`src/rtl/proc_pkg.sv`:
```
`default_nettype none
// ============================================================================
// Module      : proc_pkg
// Description : Shared widths, arbiter state encoding and fairness helper.
// Revision    : 1.0 - initial release
// ============================================================================
package proc_pkg;

  localparam int DATA_W          = 32;
  localparam int ADDR_W          = 32;
  localparam int TIMEOUT_DEFAULT = 15;
  localparam int CNT_W           = 8;

  // Back-to-back data grants tolerated while a fetch is waiting.
  localparam logic [1:0] STREAK_MAX = 2'd2;

  typedef enum logic [1:0] {
    ST_IDLE  = 2'd0,
    ST_FETCH = 2'd1,
    ST_DATA  = 2'd2
  } state_t;

  function automatic logic [1:0] streak_next(input logic [1:0] cur,
                                             input logic       if_waiting);
    logic [1:0] nxt;
    nxt = 2'd0;
    if (if_waiting) begin
      nxt = (cur == STREAK_MAX) ? cur : cur + 2'd1;
    end
    return nxt;
  endfunction

endpackage
`default_nettype wire

```
`src/rtl/arb_timeout.sv`:
```
`default_nettype none
// ============================================================================
// Module      : arb_timeout
// Description : Counts stalled memory cycles; flags the last allowed one.
// Revision    : 1.0 - initial release
// ============================================================================
module arb_timeout
  import proc_pkg::*;
#(
  parameter int TIMEOUT = TIMEOUT_DEFAULT
) (
  input  logic clk,
  input  logic rst,
  input  logic en,
  input  logic clr,
  output logic expired
);

  logic [CNT_W-1:0] r_count;

  always_ff @(posedge clk) begin
    if (rst || clr) begin
      r_count <= '0;
    end else if (en) begin
      r_count <= r_count + 1'b1;
    end
  end

  // Fires during the TIMEOUT-th waiting cycle so mem_req is held exactly TIMEOUT cycles.
  assign expired = en & (r_count == CNT_W'(TIMEOUT - 1));

endmodule
`default_nettype wire

```
`src/rtl/mem_port_arbiter.sv`:
```
`default_nettype none
// ============================================================================
// Module      : mem_port_arbiter
// Description : Shares one memory port between instruction fetch and data.
// Revision    : 1.0 - initial release
// ============================================================================
module mem_port_arbiter
  import proc_pkg::*;
#(
  parameter int TIMEOUT = TIMEOUT_DEFAULT
) (
  input  logic              clk,
  input  logic              rst,
  input  logic              if_req,
  input  logic [ADDR_W-1:0] if_addr,
  output logic [DATA_W-1:0] if_rdata,
  output logic              if_valid,
  output logic              if_stall,
  input  logic              dm_re,
  input  logic              dm_we,
  input  logic [ADDR_W-1:0] dm_addr,
  input  logic [DATA_W-1:0] dm_wdata,
  output logic [DATA_W-1:0] dm_rdata,
  output logic              dm_valid,
  output logic              dm_stall,
  output logic              mem_req,
  output logic              mem_we,
  output logic [ADDR_W-1:0] mem_addr,
  output logic [DATA_W-1:0] mem_wdata,
  input  logic [DATA_W-1:0] mem_rdata,
  input  logic              mem_ack,
  output logic              err
);

  state_t     r_state;
  logic [1:0] r_streak;

  logic w_if_pending;
  logic w_dm_pending;
  logic w_any_valid;
  logic w_grant_fetch;
  logic w_grant_data;
  logic w_wait_en;
  logic w_done;
  logic w_expired;

  assign w_if_pending = if_req & ~if_valid;
  assign w_dm_pending = (dm_re | dm_we) & ~dm_valid;

  // No grant at all in a completion cycle: gives the finished requester one
  // cycle to present its next access before the other port can slip in.
  assign w_any_valid   = if_valid | dm_valid;
  assign w_grant_fetch = (r_state == ST_IDLE) & ~w_any_valid & w_if_pending &
                         (~w_dm_pending | (r_streak == STREAK_MAX));
  assign w_grant_data  = (r_state == ST_IDLE) & ~w_any_valid & w_dm_pending &
                         ~w_grant_fetch;

  assign w_wait_en = mem_req & ~mem_ack;
  assign w_done    = mem_req & mem_ack;

  assign if_stall = if_req & ~if_valid;
  assign dm_stall = (dm_re | dm_we) & ~dm_valid;

  arb_timeout #(
    .TIMEOUT (TIMEOUT)
  ) u_timeout (
    .clk     (clk),
    .rst     (rst),
    .en      (w_wait_en),
    .clr     (w_grant_fetch | w_grant_data),
    .expired (w_expired)
  );

  always_ff @(posedge clk) begin
    if (rst) begin
      r_state   <= ST_IDLE;
      r_streak  <= 2'd0;
      mem_req   <= 1'b0;
      mem_we    <= 1'b0;
      mem_addr  <= '0;
      mem_wdata <= '0;
      if_rdata  <= '0;
      dm_rdata  <= '0;
      if_valid  <= 1'b0;
      dm_valid  <= 1'b0;
      err       <= 1'b0;
    end else begin
      if_valid <= 1'b0;
      dm_valid <= 1'b0;
      case (r_state)
        ST_IDLE: begin
          if (w_grant_fetch) begin
            r_state   <= ST_FETCH;
            r_streak  <= 2'd0;
            mem_req   <= 1'b1;
            mem_we    <= 1'b0;
            mem_addr  <= if_addr;
            mem_wdata <= '0;
          end else if (w_grant_data) begin
            r_state   <= ST_DATA;
            r_streak  <= streak_next(r_streak, w_if_pending);
            mem_req   <= 1'b1;
            mem_we    <= dm_we;
            mem_addr  <= dm_addr;
            mem_wdata <= dm_wdata;
          end
        end
        ST_FETCH: begin
          if (w_done) begin
            r_state  <= ST_IDLE;
            mem_req  <= 1'b0;
            if_valid <= 1'b1;
            if_rdata <= mem_rdata;
          end else if (w_expired) begin
            r_state  <= ST_IDLE;
            mem_req  <= 1'b0;
            if_valid <= 1'b1;
            if_rdata <= '0;
            err      <= 1'b1;
          end
        end
        ST_DATA: begin
          if (w_done) begin
            r_state  <= ST_IDLE;
            mem_req  <= 1'b0;
            dm_valid <= 1'b1;
            if (!mem_we) begin
              dm_rdata <= mem_rdata;
            end
          end else if (w_expired) begin
            r_state  <= ST_IDLE;
            mem_req  <= 1'b0;
            dm_valid <= 1'b1;
            dm_rdata <= '0;
            err      <= 1'b1;
          end
        end
        default: begin
          r_state <= ST_IDLE;
          mem_req <= 1'b0;
        end
      endcase
    end
  end

endmodule
`default_nettype wire

```
`config.mk`:
```
export PLATFORM = sky130hd
export DESIGN_NAME = mem_port_arbiter
export DESIGN_NICKNAME = d
export VERILOG_FILES = /design/src/rtl/proc_pkg.sv /design/src/rtl/arb_timeout.sv /design/src/rtl/mem_port_arbiter.sv
export SDC_FILE = /design/constraint.sdc
export NUM_CORES = 1
export LEC_CHECK = 0
export ABC_AREA = 1
export CORE_MARGIN = 8
export CORE_UTILIZATION = 38
export CTS_CLUSTER_SIZE = 20
export DETAILED_ROUTE_END_ITERATION = 8
export HOLD_SLACK_MARGIN = 0.02
export PLACE_DENSITY_LB_ADDON = 0.05
export REMOVE_ABC_BUFFERS = 1
export SYNTH_ARGS = -nofsm -noshare
export SYNTH_HDL_FRONTEND = slang
export SYNTH_SLANG_ARGS = --single-unit
export TNS_END_PERCENT = 50
```
`constraint.sdc`:
```
create_clock -name clk -period 1.5 [get_ports clk]
set_clock_uncertainty 0.05 [all_clocks]
set_input_delay 0.375 -clock clk [delete_from_list [all_inputs] [get_ports clk]]
set_output_delay 0.375 -clock clk [all_outputs]
set_load 0.02 [all_outputs]
```
==> results of run 1 <==
-- worst max-delay path, delay by kind of cell (launching register included) --
| kind | cells | cell delay (ps) |
|---|---|---|
| adder cells (fa/ha/maj) | 1 | 150 |
| AND/OR/NAND/NOR | 6 | 640 |
| flip-flops | 1 | 330 |
| buffers and inverters | 4 | 380 |
-- per-layer routing --
| layer | up-vias | GRT usage [%] | part of all wire (%) |
|---|---|---|---|
| met1 | 2910 | 22.1 | 41 |
| met5 | - | 0 | 0 |
| met4 | 0 | 7.69 | 2.1 |
| met3 | 32 | 7.49 | 8.6 |
| met2 | 192 | 32.3 | 49 |
| li1 | 3344 | - | - |
-- stage by stage --
step	cells	area (um2)	TNS, ps
after global placement	1356	9490	-57970
final	1405	10800	-2950
after floorplan	810	5860	-50530
after CTS	1388	10300	-2710
after global routing	1405	10800	-10530
after detailed placement	1356	9490	-60520
-- sequential cells by signal, summed over array words and instances (netlist names) --
signal / flops
u_timeout.r_count: 8
dm_valid: 1
mem_we: 1
r_streak: 2
dm_rdata: 32
if_rdata: 32
r_state: 2
err: 1
mem_addr: 32
mem_req: 1
mem_wdata: 32
if_valid: 1
-- cell type report --
cell class                      count  area, um2
Clock buffer                       18        429
Clock inverter                     14        121
Fill cell                        1469       5530
Inverter                           47        194
Multi-Input combinational cell    619       3250
Sequential cell                   145       2920
Tap cell                          220        275
Timing Repair Buffer              342       3580
-- cell usage after synthesis --
cell / instances / area share [%]
nor2_1: 108 / 6.5
ha_1: 6 / 1.2
dfxtp_1: 145 / 47
nand2_8: 2 / 0.64
nor3b_1: 1 / 0.12
nand4_1: 1 / 0.10
xor2_1: 1 / 0.14
o21a_1: 1 / 0.12
or2_4: 1 / 0.14
inv_6: 1 / 0.14
nand3_4: 1 / 0.28
nor3_1: 31 / 2.5
nor3_2: 5 / 0.80
buf_2: 14 / 1.1
a21oi_1: 72 / 5.8
or2_2: 1 / 0.10
nand3_2: 1 / 0.16
clkinv_1: 1 / 0.060
buf_6: 13 / 2.3
inv_2: 4 / 0.24
o211ai_2: 1 / 0.20
nor2_4: 1 / 0.18
nand2_2: 6 / 0.60
o21ai_0: 5 / 0.40
clkbuf_1: 14 / 0.84
inv_1: 41 / 2.5
nor3_4: 1 / 0.26
buf_4: 8 / 0.96
nand2_1: 317 / 19
clkbuf_8: 3 / 0.66
o21bai_1: 1 / 0.12
o21ai_2: 1 / 0.14
nand3_1: 49 / 3.9
nand2_4: 2 / 0.36
nor2_8: 2 / 0.64
-- report_power, final --
part | internal (uW) | leakage, uW | switching [uW]
Combinational | 2790 | 0.00317 | 3440
Sequential | 4420 | 0.00119 | 297
Clock | 2170 | 0.000267 | 1840
Total | 9390 | 0.00462 | 5570
-- worst max path at each step --
stage,cells after the start,to,slack (ps),from
5_1_grt,11,mem_addr[9]$_SDFFE_PP0P_,-170,r_state[0]$_SDFFE_PP0P_
4_1_cts,4,dm_stall,-110,dm_we
3_5_place_dp,4,dm_stall,-570,dm_we
2_1_floorplan,7,mem_req$_SDFFE_PP0P_,-530,mem_req$_SDFFE_PP0P_
6_report,11,mem_addr[12]$_SDFFE_PP0P_,-90,r_state[0]$_SDFFE_PP0P_
3_3_place_gp,4,dm_stall,-570,dm_we
-- cells by family after synthesis --
group	Yosys count
buffers and inverters	99
xor gates and xnor gates	1
adders and majority gates	6
DFF	145
and+or+nand+nor	530
AOI/OAI and AO/OA	81
-- repair_timing --
| action | CTS | global route |
|---|---|---|
| hold buffers | 0 | 0 |
| pin swaps | 28 | 16 |
| resized for setup | 447 | 180 |
| cloned | 0 | 13 |
| endpoints found under the setup margin | 261 | 173 |
| setup buffers | 0 | 4 |
==> impl_metrics.ini, run 1 <==
[status]
status = finished, violations left
violations = setup timing

[final_layout]
final_cell_mix = nand2_1, dfxtp_1, clkdlybuf4s50_1
layout.core_utilization_pct = 66.1
nNetsFinal = 1312
syn_to_final_growth_pct = 72.8
layout_commonest_cell = nand2_1
drive_gt1_share_pct = 32.2
antennaDiodeCount = 0

[timing]
setup_viol = 57
fmax_mhz = 628
tightest_slew_ps = 291
fin_crit_sh_pct = 106
rsz0062_at_grt = true
layout_min_cycle_time_ps = 1590
drv_slew = 0
worst_slack_ps = -93.4
report.final.hold_viol_count = 0
max-slew-margin-rel_pct = 80.6
hold-worst-slack_ps = 319

[floorplanning]
fp-row-count = 47
die_width_um = 144
die-area_um2 = 20700
fp.dieH_um = 144
start_util_pct = 38.2
ioPinCount = 269
coreArea_um2 = 16300

[global_route]
grt.total_usage_pct = 19.5
grt_overflow = 0
grt_max_degree = 54
grt_pass1_vias = 6069
grt_first_pass_wirelength_mm = 31.5
antenna_found_initial = 0

[power_and_ir_drop]
ir_drop_mv = 0.950
p_leak_uw = 0.00462
power_density_nw_per_um2 = 1390
power_uw = 15000

[synthesis]
ys_ff_latch = 145
syn_area_per_cell_um2 = 7.23
synthMuxAreaShare_pct = 0
synth_seq_area_share_pct = 46.6
synth-adder-area-share_pct = 1.21
synth_compound_area_share_pct = 6.77
synth_top_family_by_area = simple AND/OR/NAND/NOR gates
yosys.area_share.simple_pct = 36.4
synth_area_um2 = 6230
ys_warn_count = 0
netlist_instances = 862
yosysUniqueCellTypes = 35
synth-xor-area-share_pct = 0.141

[placement]
routabilityCongestion = 0.770
hpwl_mm = 14.9
port_buffers = 268
dpl_worst_slack_ps = -568

[detailed_routing]
route.detailed.drc = 0
firstDrtPassIters = 5
avgViaCountPerCell = 4.61
drt-total-wl_mm = 22.3
num_vias = 6478
wl_per_cell_um = 15.9
antenna_left = 0
drtIter0Drc = 272

[cts]
cts_tree = built
cts_root_buffer = clkbuf_16
clock_path_buffers = 2
cts_htree_levels = 4
cts_made_buffers = 17
clock_latency_ps = 420
clk_pin_slew_ps = 60
clkSinkCount = 145

[worst_setup_path]
r2r_end = mem_addr[12]$_SDFFE_PP0P_
reg2reg_depth = 11
start_kind = flip-flop
worstPathRequired_ps = 1810
r2r_slack_ps = -90
crit_type = flip-flop to flip-flop
endpoint_kind = flip-flop
path_cells = inv_2, ha_4, inv_4, nor2_4, nand3_4, nand2_8, inv_8, nor2_8, clkbuf_16, nand2_1, nand2_1
reg2reg_from = r_state[0]$_SDFFE_PP0P_
crit_top_cell = nand2_1
slowest_delay_ps = 330
crit_fanout = 12
critPathArrivalTime_ps = 1910
slowest_stage = dfxtp_2

[worst_hold_path]
whs_path_depth = 3
hold_class = primary input to flip-flop
min_to = mem_req$_SDFFE_PP0P_
holdCritStartpoint = rst

[flow_run]
cap_violations = 0
(Power assumes the default switching activity.)
==> inputs of run 2 (changes only) <==
--- a/config.mk
+++ b/config.mk
@@ -6,14 +6,16 @@
 export NUM_CORES = 1
 export LEC_CHECK = 0
 export ABC_AREA = 1
-export CORE_MARGIN = 8
+export CORE_MARGIN = 2
 export CORE_UTILIZATION = 38
 export CTS_CLUSTER_SIZE = 20
 export DETAILED_ROUTE_END_ITERATION = 8
 export HOLD_SLACK_MARGIN = 0.02
 export PLACE_DENSITY_LB_ADDON = 0.05
 export REMOVE_ABC_BUFFERS = 1
+export SKIP_LAST_GASP = 1
 export SYNTH_ARGS = -nofsm -noshare
 export SYNTH_HDL_FRONTEND = slang
+export SYNTH_HIERARCHICAL = 1
 export SYNTH_SLANG_ARGS = --single-unit
 export TNS_END_PERCENT = 50
==> run 2 against run 1 <==
Against the previous run:
- the run still ends with setup timing left
- worst hold slack got worse by 90 ps
- non-clock buffer count rose by 35
- largest cell class unchanged
- setup slack got worse by 88 ps
- first-iteration DRC count rose by 41%
- total power rose by 26%
- count of clock-buffer cells in the layout up 4
- combinational power is 53% higher
- clock power up 4%
- sequential share of layout area is 2.6 points lower
==> impl_metrics.ini, run 2 <==
[detailed_routing]
firstDrtPassIters = 4
antenna_left = 0
drt-total-wl_mm = 24.9
num_vias = 6958
wl_per_cell_um = 17.4
avgViaCountPerCell = 4.87
route.detailed.drc = 0
drtIter0Drc = 383

[synthesis]
synth_commonest_cells = nand2_1, dfxtp_1, nor2_1, a21oi_1, o21ai_0
ys_warn_count = 6
synth_top_area_share_pct = 47.9
yosysTopAreaCell = dfxtp_1
synth_edf_count = 0
syn_area_per_cell_um2 = 7.09
ys_top_cells_by_area = dfxtp_1, nand2_1, nor2_1
synth_area_um2 = 6060
synth_flop_cell = dfxtp_1
yosysUniqueCellTypes = 26
synth_seq_area_share_pct = 47.9
yosysMostFrequentCell = nand2_1
ys_ff_latch = 145
netlist_instances = 855
async_flop_share_pct = 0

[floorplanning]
ioPinCount = 269
start_util_pct = 38.6
fp-row-count = 46
die-area_um2 = 17000
fp.dieH_um = 130
coreArea_um2 = 15700
die_width_um = 130

[placement]
routabilityCongestion = 0.780
port_buffers = 268
dpl.cell_count = 1338
dpl_worst_slack_ps = -754
hpwl_mm = 12.9

[timing]
tightest_slew_ps = 424
report.final.hold_viol_count = 0
fmax_mhz = 595
layout_min_cycle_time_ps = 1680
worst_slack_ps = -182
rsz0062_at_grt = true
drv_slew = 0
fin_crit_sh_pct = 112
max-slew-margin-rel_pct = 71.7
hold-worst-slack_ps = 229
setup_viol = 168

[final_layout]
stdcell_count = 1428
antennaDiodeCount = 0
syn_to_final_growth_pct = 95.8
fillerInstances = 1186
layout_commonest_cell = nand2_1
final_cell_mix = nand2_1, dfxtp_1, clkdlybuf4s50_1
drive_gt1_share_pct = 35.2
layout.core_utilization_pct = 75.6
nNetsFinal = 1339

[status]
status = finished, violations left
violations = setup timing

[cts]
clock_path_buffers = 2
cts_root_buffer = clkbuf_16
cts_hold_buf = 0
cts_made_buffers = 17
cts_htree_levels = 4
clkSinkCount = 145
clk_pin_slew_ps = 60
clock_latency_ps = 420
cts_tree = built

[power_and_ir_drop]
power_density_nw_per_um2 = 1590
ir_drop_mv = 0.927
clockPowerShare_pct = 22.2
p_int_uw = 11600
switchingPower_uw = 7210
combPwrFrac_pct = 50.7
seqPwrFrac_pct = 27.1
power_switching_share_pct = 38.2
p_leak_uw = 0.00482
power_uw = 18800

[worst_setup_path]
crit_fanout = 8
slowest_stage = dfxtp_2
critPathArrivalTime_ps = 1980
slowest_delay_ps = 340
crit_type = flip-flop to flip-flop
endpoint_kind = flip-flop
path_cells = buf_6, nor2_4, nand2_2, nor2_4, nand2_8, buf_12, clkinv_8, buf_12, nand2_1, nand2_1, nor2_4, nor2_1
crit_top_cell = nor2_4
critPathTopFamily = simple AND/OR/NAND/NOR gates
start_kind = flip-flop
worstPathRequired_ps = 1800
critPathBufInv = 4

[global_route]
busiest_layer = met2
grt_overflow = 0
grtUsageMet3_pct = 6.97
gr-usage-met2_pct = 36.8
grt_pass1_vias = 5694
grt_max_degree = 43
grt_first_pass_wirelength_mm = 29.3
grt.total_usage_pct = 22.1
globalRouteMet1Util_pct = 27.4
antenna_found_initial = 0

[worst_hold_path]
hold_class = primary input to flip-flop

[flow_run]
cap_violations = 0
-- run 2: cell count changes in the layout (fill, tap and decap cells not counted), moves of 26 or more --
cell             change
nand3_1             -39
clkdlybuf4s15_1     +43
o21ai_0             +32
buf_2               -44
nand2_1             -93
nor2_4              +26
-- run 2: repair_timing --
item | in CTS | in global routing
buffers inserted | 4 | 20
setup endpoints to repair | 278 | 188
pin swaps | 10 | 47
gates resized for setup | 419 | 272
gates cloned | 5 | 30
-- run 2: kinds of logic (layout without fill, tap and decap cells) --
kind of cell | Yosys count | after routing | synth area share, %
AO/OA/AOI/OAI | 146 | 146 | 12.1
flip-flops | 145 | 145 | 47.9
adder cells (fa/ha/maj) | 6 | 6 | 1.24
buffers and inverters | 109 | 464 | 8.19
AND/OR/NAND/NOR | 449 | 451 | 30.6
-- run 2: final timing paths --
check                                               start  slack (ps)                   endpoint  cells after the start
worst max-delay path                  if_valid$_SDFF_PP0_        -180  mem_addr[26]$_SDFFE_PP0P_                     12
worst min-delay path                                  rst         230  dm_rdata[23]$_SDFFE_PP0P_                      2
worst max register to register        if_valid$_SDFF_PP0_        -180  mem_addr[26]$_SDFFE_PP0P_                     12
worst min register to register  if_rdata[23]$_SDFFE_PP0P_         410  if_rdata[23]$_SDFFE_PP0P_                      2
-- run 2: worst reg2reg max path: stages, from the launching register on --
cell and delay, ps:
dfxtp_2 340, buf_6 120, nor2_4 90, nand2_2 80
nor2_4 160, nand2_8 120, buf_12 160, clkinv_8 70
buf_12 130, nand2_1 60, nand2_1 110, nor2_4 40
nor2_1 100
-- run 2: area by class of cell --
type	instances	area (um2)	share of cell area, %
Timing Repair Buffer	377	4350	36.6
Multi-Input combinational cell	603	3530	29.7
Sequential cell	145	2910	24.5
Clock buffer	22	464	3.91
Tap cell	216	270	2.28
Inverter	55	236	1.99
Clock inverter	10	110	0.927
-- run 2: through the flow --
stage	instance area (um2)	TNS, ps
3_3_place_gp	9260	-72870
4_1_cts	10200	-6780
2_1_floorplan	5770	-109180
6_report	11900	-16180
3_5_place_dp	9260	-74880
5_1_grt	11900	-27160
-- run 2: power by group through the flow --
| stage | Combinational (uW) | Clock, uW | Sequential [uW] |
|---|---|---|---|
| final | 9560 | 4180 | 5100 |
| after detailed placement | 6070 | 0 | 5020 |
| after CTS | 6210 | 4210 | 4950 |
| after floorplan | 2060 | 0 | 5870 |
| after global routing | 10100 | 4360 | 5180 |
| after global placement | 6070 | 0 | 4990 |
-- run 2: per-layer routing --
metal	vias to the layer above	routed length [um]
met3	42	1690
met2	264	12800
met5	-	0
li1	3392	-
met4	0	518
met1	3260	9890
